File: config.mk
export PLATFORM = sky130hd
export DESIGN_NAME = interpretador_andar_n
export DESIGN_NICKNAME = d
export VERILOG_FILES = /design/src/rtl/interpretador_andar_n.sv
export SDC_FILE = /design/constraint.sdc
export NUM_CORES = 1
export LEC_CHECK = 0
export BUFFER_PORTS_ARGS = -buffer_cell sky130_fd_sc_hd__buf_4
export CAP_MARGIN = 40
export CORE_ASPECT_RATIO = 2
export CORE_UTILIZATION = 55
export DETAILED_ROUTE_END_ITERATION = 8
export PLACE_DENSITY = 0.75
export SLEW_MARGIN = 20
export SYNTH_ARGS = -nofsm -noshare
export SYNTH_HDL_FRONTEND = slang
export SYNTH_SLANG_ARGS = --single-unit
File: constraint.sdc
create_clock -name clock -period 4.2 [get_ports clock]
set_input_delay 0.42 -clock clock [delete_from_list [all_inputs] [get_ports clock]]
set_output_delay 0.42 -clock clock [all_outputs]
set_load 0.02 [all_outputs]
File: src/rtl/interpretador_andar_n.sv
// Floor interpreter: debounces one-hot floor sensors and falls back to an
// ultrasonic measurement when no sensor is active, with timeout handling.
module interpretador_andar_n #(
    parameter int N_ANDARES       = 4,
    parameter int W_ANDAR         = 2,
    parameter int DEBOUNCE_CICLOS = 4,
    parameter int TIMEOUT_CICLOS  = 50000000
) (
    input  logic               clock,
    input  logic               reset,
    input  logic               medir,
    input  logic [N_ANDARES-1:0] sensores,
    input  logic [W_ANDAR-1:0] andar_us,
    input  logic               andar_us_valido,
    output logic               medir_us,
    output logic [W_ANDAR-1:0] saida_andar,
    output logic               fonte,
    output logic               valido,
    output logic               erro,
    output logic               ocupado,
    output logic               pronto
);

    typedef enum logic [1:0] {ESPERA, PEDE_US, AGUARDA_US, CONCLUI} estado_t;

    localparam logic [7:0]  LIMIAR  = 8'(DEBOUNCE_CICLOS - 1);
    // The PEDE_US cycle and the expiry edge itself account for two of the cycles.
    localparam logic [31:0] TMR_LIM = (TIMEOUT_CICLOS > 2) ? 32'(TIMEOUT_CICLOS - 2) : 32'd0;

    estado_t              estado_q, estado_d;
    logic [N_ANDARES-1:0] amostra_q, amostra_d;
    logic [N_ANDARES-1:0] filt_q, filt_d;
    logic [7:0]           estavel_q, estavel_d;
    logic [31:0]          tmr_q, tmr_d;
    logic [W_ANDAR-1:0]   saida_q, saida_d;
    logic                 fonte_q, fonte_d;
    logic                 valido_q, valido_d;
    logic                 erro_q, erro_d;
    logic                 pronto_q, pronto_d;
    logic                 medir_us_q, medir_us_d;
    logic                 ocupado_q, ocupado_d;

    logic [4:0]           n_set;
    logic [W_ANDAR-1:0]   idx;
    logic                 one_hot;
    logic                 conflito;
    logic                 us_em_faixa;

    always_comb begin
        amostra_d = sensores;
        estavel_d = estavel_q;
        filt_d    = filt_q;
        if (sensores == amostra_q) begin
            if (estavel_q != 8'hFF) begin
                estavel_d = estavel_q + 8'd1;
            end
        end else begin
            estavel_d = 8'd0;
        end
        if (estavel_d >= LIMIAR) begin
            filt_d = sensores;
        end
    end

    always_comb begin
        n_set = 5'd0;
        idx   = '0;
        for (int i = 0; i < N_ANDARES; i++) begin
            if (filt_q[i]) begin
                n_set = n_set + 5'd1;
                idx   = W_ANDAR'(i);
            end
        end
        one_hot     = (n_set == 5'd1);
        conflito    = (n_set > 5'd1);
        us_em_faixa = (32'(andar_us) < N_ANDARES);
    end

    always_comb begin
        estado_d = estado_q;
        tmr_d    = tmr_q;
        saida_d  = saida_q;
        fonte_d  = fonte_q;
        valido_d = valido_q;
        erro_d   = erro_q;
        case (estado_q)
            ESPERA: begin
                if (medir) begin
                    if (one_hot) begin
                        saida_d  = idx;
                        fonte_d  = 1'b1;
                        valido_d = 1'b1;
                        erro_d   = 1'b0;
                        estado_d = CONCLUI;
                    end else if (conflito) begin
                        valido_d = 1'b0;
                        erro_d   = 1'b1;
                        estado_d = CONCLUI;
                    end else begin
                        estado_d = PEDE_US;
                    end
                end
            end
            PEDE_US: begin
                tmr_d    = 32'd0;
                estado_d = AGUARDA_US;
            end
            AGUARDA_US: begin
                // Strobe beats both a sensor abort and timeout expiry on the same edge.
                if (andar_us_valido) begin
                    if (us_em_faixa) begin
                        saida_d  = andar_us;
                        fonte_d  = 1'b0;
                        valido_d = 1'b1;
                        erro_d   = 1'b0;
                    end else begin
                        valido_d = 1'b0;
                        erro_d   = 1'b1;
                    end
                    estado_d = CONCLUI;
                end else if (one_hot) begin
                    saida_d  = idx;
                    fonte_d  = 1'b1;
                    valido_d = 1'b1;
                    erro_d   = 1'b0;
                    estado_d = CONCLUI;
                end else if (tmr_q >= TMR_LIM) begin
                    valido_d = 1'b0;
                    erro_d   = 1'b1;
                    estado_d = CONCLUI;
                end else begin
                    tmr_d = tmr_q + 32'd1;
                end
            end
            default: begin
                estado_d = ESPERA;
            end
        endcase
        medir_us_d = (estado_d == PEDE_US);
        pronto_d   = (estado_d == CONCLUI);
        ocupado_d  = (estado_d != ESPERA);
    end

    always_ff @(posedge clock or posedge reset) begin
        if (reset) begin
            estado_q   <= ESPERA;
            amostra_q  <= '0;
            filt_q     <= '0;
            estavel_q  <= 8'd0;
            tmr_q      <= 32'd0;
            saida_q    <= '0;
            fonte_q    <= 1'b0;
            valido_q   <= 1'b0;
            erro_q     <= 1'b0;
            pronto_q   <= 1'b0;
            medir_us_q <= 1'b0;
            ocupado_q  <= 1'b0;
        end else begin
            estado_q   <= estado_d;
            amostra_q  <= amostra_d;
            filt_q     <= filt_d;
            estavel_q  <= estavel_d;
            tmr_q      <= tmr_d;
            saida_q    <= saida_d;
            fonte_q    <= fonte_d;
            valido_q   <= valido_d;
            erro_q     <= erro_d;
            pronto_q   <= pronto_d;
            medir_us_q <= medir_us_d;
            ocupado_q  <= ocupado_d;
        end
    end

    assign medir_us    = medir_us_q;
    assign saida_andar = saida_q;
    assign fonte       = fonte_q;
    assign valido      = valido_q;
    assign erro        = erro_q;
    assign ocupado     = ocupado_q;
    assign pronto      = pronto_q;

endmodule

## Yosys cells after proc, flatten, opt, wreduce, memory -nomap -nowiden

Cells that the tools add are included.
W data, S select, Z words.

- Bits in registers: 58
- Input bits: 10

- Equality and inequality tests: 13
- Reduce and logical (&&, ||, !) cells: 7
- Multiplexer cells: 42
- Add/subtract/negate cells: 5
- Order comparisons: 3

Operators with widths:

| kind | count |
|---|---|
| $mux W32 | 3 |
| $pmux W32 S2 | 1 |
| $add A32 B1 Y32 const B | 1 |
| $ge A32 B26 Y1 const B | 1 |
| $mux W2 | 11 |
| $mux W1 | 17 |
| $mux W8 | 2 |
| $add A5 B1 Y5 const B | 3 |
| $mux W5 | 3 |
| $add A8 B1 Y8 const B | 1 |
| $ge A8 B2 Y1 const B | 1 |
| $ne A2 B2 Y1 const B | 4 |
| $ne A8 B8 Y1 const B | 1 |
| $reduce_and A4 Y1 | 2 |
| $pmux W1 S2 | 3 |
| $pmux W2 S3 | 1 |
| $reduce_bool A2 Y1 | 3 |
| $eq A5 B1 Y1 const B | 1 |
| $gt A5 B1 Y1 const B | 1 |
| $eq A2 B1 Y1 const B | 2 |
| $eq A2 B2 Y1 const B | 2 |
| $eq A4 B4 Y1 | 1 |
| $ne A4 B4 Y1 const B | 1 |
| $pmux W2 S2 | 1 |
| 3 further kinds | 3 |

## Logic depth before layout (Yosys ltp)

- Depth after elaboration: 13
- Gate-level depth with buffers: 12
- Depth with buffers taken out: 11

## Worst setup path before layout

OpenSTA, ideal clock, no wires.

- Path kind: register -> register
- Start: reg filt_q[1]
- End: reg tmr_q[19]
- Library setup time: 0.140 ns
- Setup slack: 1.528 ns
- Arrival: 2.532 ns
- Stages on the path, launching flop included: 13
- Buffers on the path: 2
- Path through: dfrtp_1 -> inv_1 -> ha_1 -> buf_2 -> xor2_1 -> ha_1 -> nor3b_1 -> a211o_1 -> a31oi_2 -> buf_4 -> nand2_2 -> o311ai_0 -> o41ai_1

- Longest elaborated chain between the ends: 8

Ends and longest elaborated chain:

| element | line | RTL |
|---|---|---|
| start: declaration | 32 | `logic [N_ANDARES-1:0] filt_q, filt_d;` |
| start signal: assignment | 161 | `filt_q <= filt_d;` |
| $mux W5 (*) | 69 | `if (filt_q[i]) begin` |
| $add A5 B1 Y5 | 70 | `n_set = n_set + 5'd1;` |
| $mux W5 (*) | 69 |  |
| $add A5 B1 Y5 | 70 |  |
| $mux W5 (*) | 69 |  |
| $eq A5 B1 Y1 (*) | 74 | `one_hot = (n_set == 5'd1);` |
| $ne A2 B2 Y1 (no line) (*) | - |  |
| $reduce_and A4 Y1 (no line) (*) | - |  |
| end signal: assignment | 163 | `tmr_q <= tmr_d;` |
| end: declaration | 34 | `logic [31:0] tmr_q, tmr_d;` |

Every way passes the cells marked *; elsewhere a longest branch is shown, timed or not.
A chain may end at the register's enable or synchronous reset.

## Worst setup path after layout

- Start: reg filt_q[1]
- End: reg tmr_q[12]

The elaborated chain is that of the path after synthesis.

==> impl_metrics.ini <==
[route]
final_antenna_net_count = 0
routed_wirelength_um = 7530
wl_per_cell_um = 17.5
vias = 2740
met1_length_um = 2710
drtIter0Drc = 100
vias_per_cell = 6.36
highest_layer = met4
dr_wl_met3_um = 213
met2WireLength_um = 4210
firstDrtPassIters = 4
route.detailed.drc = 0

[global_route]
antenna_found_initial = 0
grt_pass1_vias = 2734
grt_pass1_wl_um = 12400
overflow = 0
grt_max_degree = 59
grt_use_total_pct = 25.7

[sta]
setup_viol = 0
rsz0062_at_grt = no
slew_headroom_pct = 50.2
fin_ws_ns = 0.997
finClkSkew_ns = 0.00642
tightest_slew_ns = 0.746
fmax_mhz = 312
finalCritPeriodShare_pct = 76.3
period_needed_ns = 3.20
drv_slew = 0
hold_viol = 0
setup_tns_ns = 0

[cts]
clockBufferDepth = 2
numCtsBuffers = 9
post_cts_buffers = 0
cts_tree = built
clock_sinks = 58
clkSlewWorstSetupHoldPaths_ns = 0.05
post_cts_resized = 0
htree_levels = 3
worstSkewPairLatency_ns = 0.33
cts-root-buf = clkbuf_16
ctsHoldBuffers = 0

[logic_synthesis]
synth.top_cells.by_count = dfrtp_1, nand2_1, nor2_1
syn_area_um2 = 3310
ys_warn_count = 0
yosysMostFrequentCell = dfrtp_1
ys_ff_latch = 58
syn_inst = 346
synth-edff-count = 0
yosysSeqAreaShare_pct = 43.9
synthArstFlopShare_pct = 100
synth_cell_type_count = 56
synth_top_area_share_pct = 43.9
synthesis.nets = 366
synth.avg_cell_area_um2 = 9.56
yosys-top-cells-area = dfrtp_1, ha_1, a21oi_1, nand2_1, nor2_1
synth_top_area_cell = dfrtp_1
dominantRegCellSynth = dfrtp_1

[placed_design]
hpwl_um = 5460
placement.io_buffers = 17
post-place-ws_ns = 1.06
dpl_cell_area_um2 = 3480
routabilityCongestion = 0.942

[critical_path]
worstSetupStartpointType = flop
worst-setup-path-type = reg2reg
cp.arrival_ns = 3.46
cp_max_fo = 13
cp.required_ns = 4.46
cp-end-kind = flop
startpoint = filt_q[1]
r2r-start = filt_q[1]

[die]
core_area_um2 = 5760
pin_count = 18
fp.dieW_um = 56.8
fp-row-count = 39
die_y_um = 112
design.die.area_um2 = 6350
initial_utilization_pct = 57.5

[layout]
finalInstanceArea_um2 = 3750
drive_gt1_share_pct = 14.9
diodes = 0
final_nets = 386
area_growth_pct = 13.5

[pwr]
power_leakage_nw = 1.67
power.density_nw_per_um2 = 562
p_total_mw = 2.11
max-vdd-ir-drop_mv = 0.348

[worst_hold_path]
min_path_type = in2reg
min_from = sensores[2]

[run]
max_cap_violations = 0

[run_status]
status = completed
-- through the flow --
step / instances / util (%) / hold slack [ns]
finish: 431 / 65.2 / 0.220
global route: 431 / 65.2 / 0.220
CTS: 431 / 65.2 / 0.216
detailed placement: 416 / 60.5 / 0.487
global placement: 416 / 60.5 / 0.483
floorplan: 346 / - / 0.451
-- flip-flops by register name (all words and copies together), names as in the netlist, 2 cells and up --
signal	cells
tmr_q	32
estavel_q	8
amostra_q	4
filt_q	4
estado_q	2
saida_andar	2
-- final cells by class --
| class | instances | area [µm²] |
|---|---|---|
| multi-input cells | 256 | 1720 |
| clock inverters | 3 | 15.0 |
| flip-flops and latches | 58 | 1450 |
| fillers | 473 | 2000 |
| inverters | 20 | 75.1 |
| repair buffers | 21 | 158 |
| clock buffers | 12 | 256 |
| well taps | 61 | 76.3 |
-- per-layer routing --
| layer | vias up | global-route usage, % |
|---|---|---|
| met3 | 28 | 6.27 |
| met4 | 0 | 16.1 |
| met1 | 1351 | 23.9 |
| li1 | 1296 | - |
| met2 | 65 | 48.1 |
| met5 | - | 0 |
-- placed cells by master, fill, tap and decap left out, types with 3 or more instances in the layout --
cell | synthesis | layout
a21oi_1 | 21 | 21
a31oi_1 | 3 | 3
and2_1 | 8 | 8
and3_1 | 7 | 7
and4_1 | 4 | 4
and4b_1 | 4 | 4
buf_4 | 3 | 21
clkbuf_16 | 0 | 9
clkinv_2 | 0 | 3
dfrtp_1 | 58 | 58
ha_1 | 10 | 10
inv_1 | 20 | 19
mux2_2 | 4 | 4
mux2i_1 | 6 | 6
nand2_1 | 24 | 24
nand3_1 | 14 | 14
nand4_1 | 10 | 10
nor2_1 | 23 | 23
nor2b_1 | 12 | 12
nor3_1 | 6 | 6
nor4_1 | 7 | 7
o211ai_1 | 4 | 4
o21a_1 | 3 | 3
o21ai_0 | 15 | 15
o311ai_0 | 4 | 4
o31a_1 | 4 | 4
o31ai_1 | 4 | 4
o41ai_1 | 3 | 3
or2_2 | 4 | 4
or3_1 | 3 | 3
xnor2_1 | 9 | 9
xor2_1 | 9 | 9
-- power breakdown --
part | internal (mW) | total, mW | switching (mW)
clock network | 0.423 | 0.662 | 0.239
logic | 0.291 | 0.731 | 0.440
registers | 0.639 | 0.716 | 0.0763
-- path summary, 6_finish.rpt --
| kind | end | slack [ns] | cells past startpoint |
|---|---|---|---|
| worst max-delay path | tmr_q[12] | 1.0 | 11 |
| worst min-delay path | amostra_q[2] | 0.22 | 1 |
| worst max register to register | tmr_q[12] | 1.0 | 11 |
| worst min register to register | erro | 0.50 | 1 |
| max in group asynchronous | estado_q[1] | 3.39 | 3 |
| min in group asynchronous | fonte | 0.30 | 3 |
-- logic make-up (layout without fill, tap and decap cells) --
family                   Yosys count  count (layout)  share of synthesized area [%]
adder cells (fa/ha/maj)           10              10                           3.78
multiplexers                      10              10                           3.18
AND/OR/NAND/NOR                  139             139                           23.9
XOR/XNOR                          18              18                           4.77
buffers and inverters             32              56                           4.08
flip-flops                        58              58                           43.9
AO/OA/AOI/OAI                     79              79                           16.4
-- critical path, cell delays in order (launching register included) --
cell and delay [ns]:
dfrtp_1 0.36, inv_1 0.06, ha_1 0.43, xor2_1 0.28, ha_1 0.27, nor3b_1 0.09
a211o_1 0.31, a31oi_2 0.18, buf_4 0.20, nand3_2 0.23, or4_1 0.56, a21oi_1 0.15
Power figures use the tool's default switching activity.
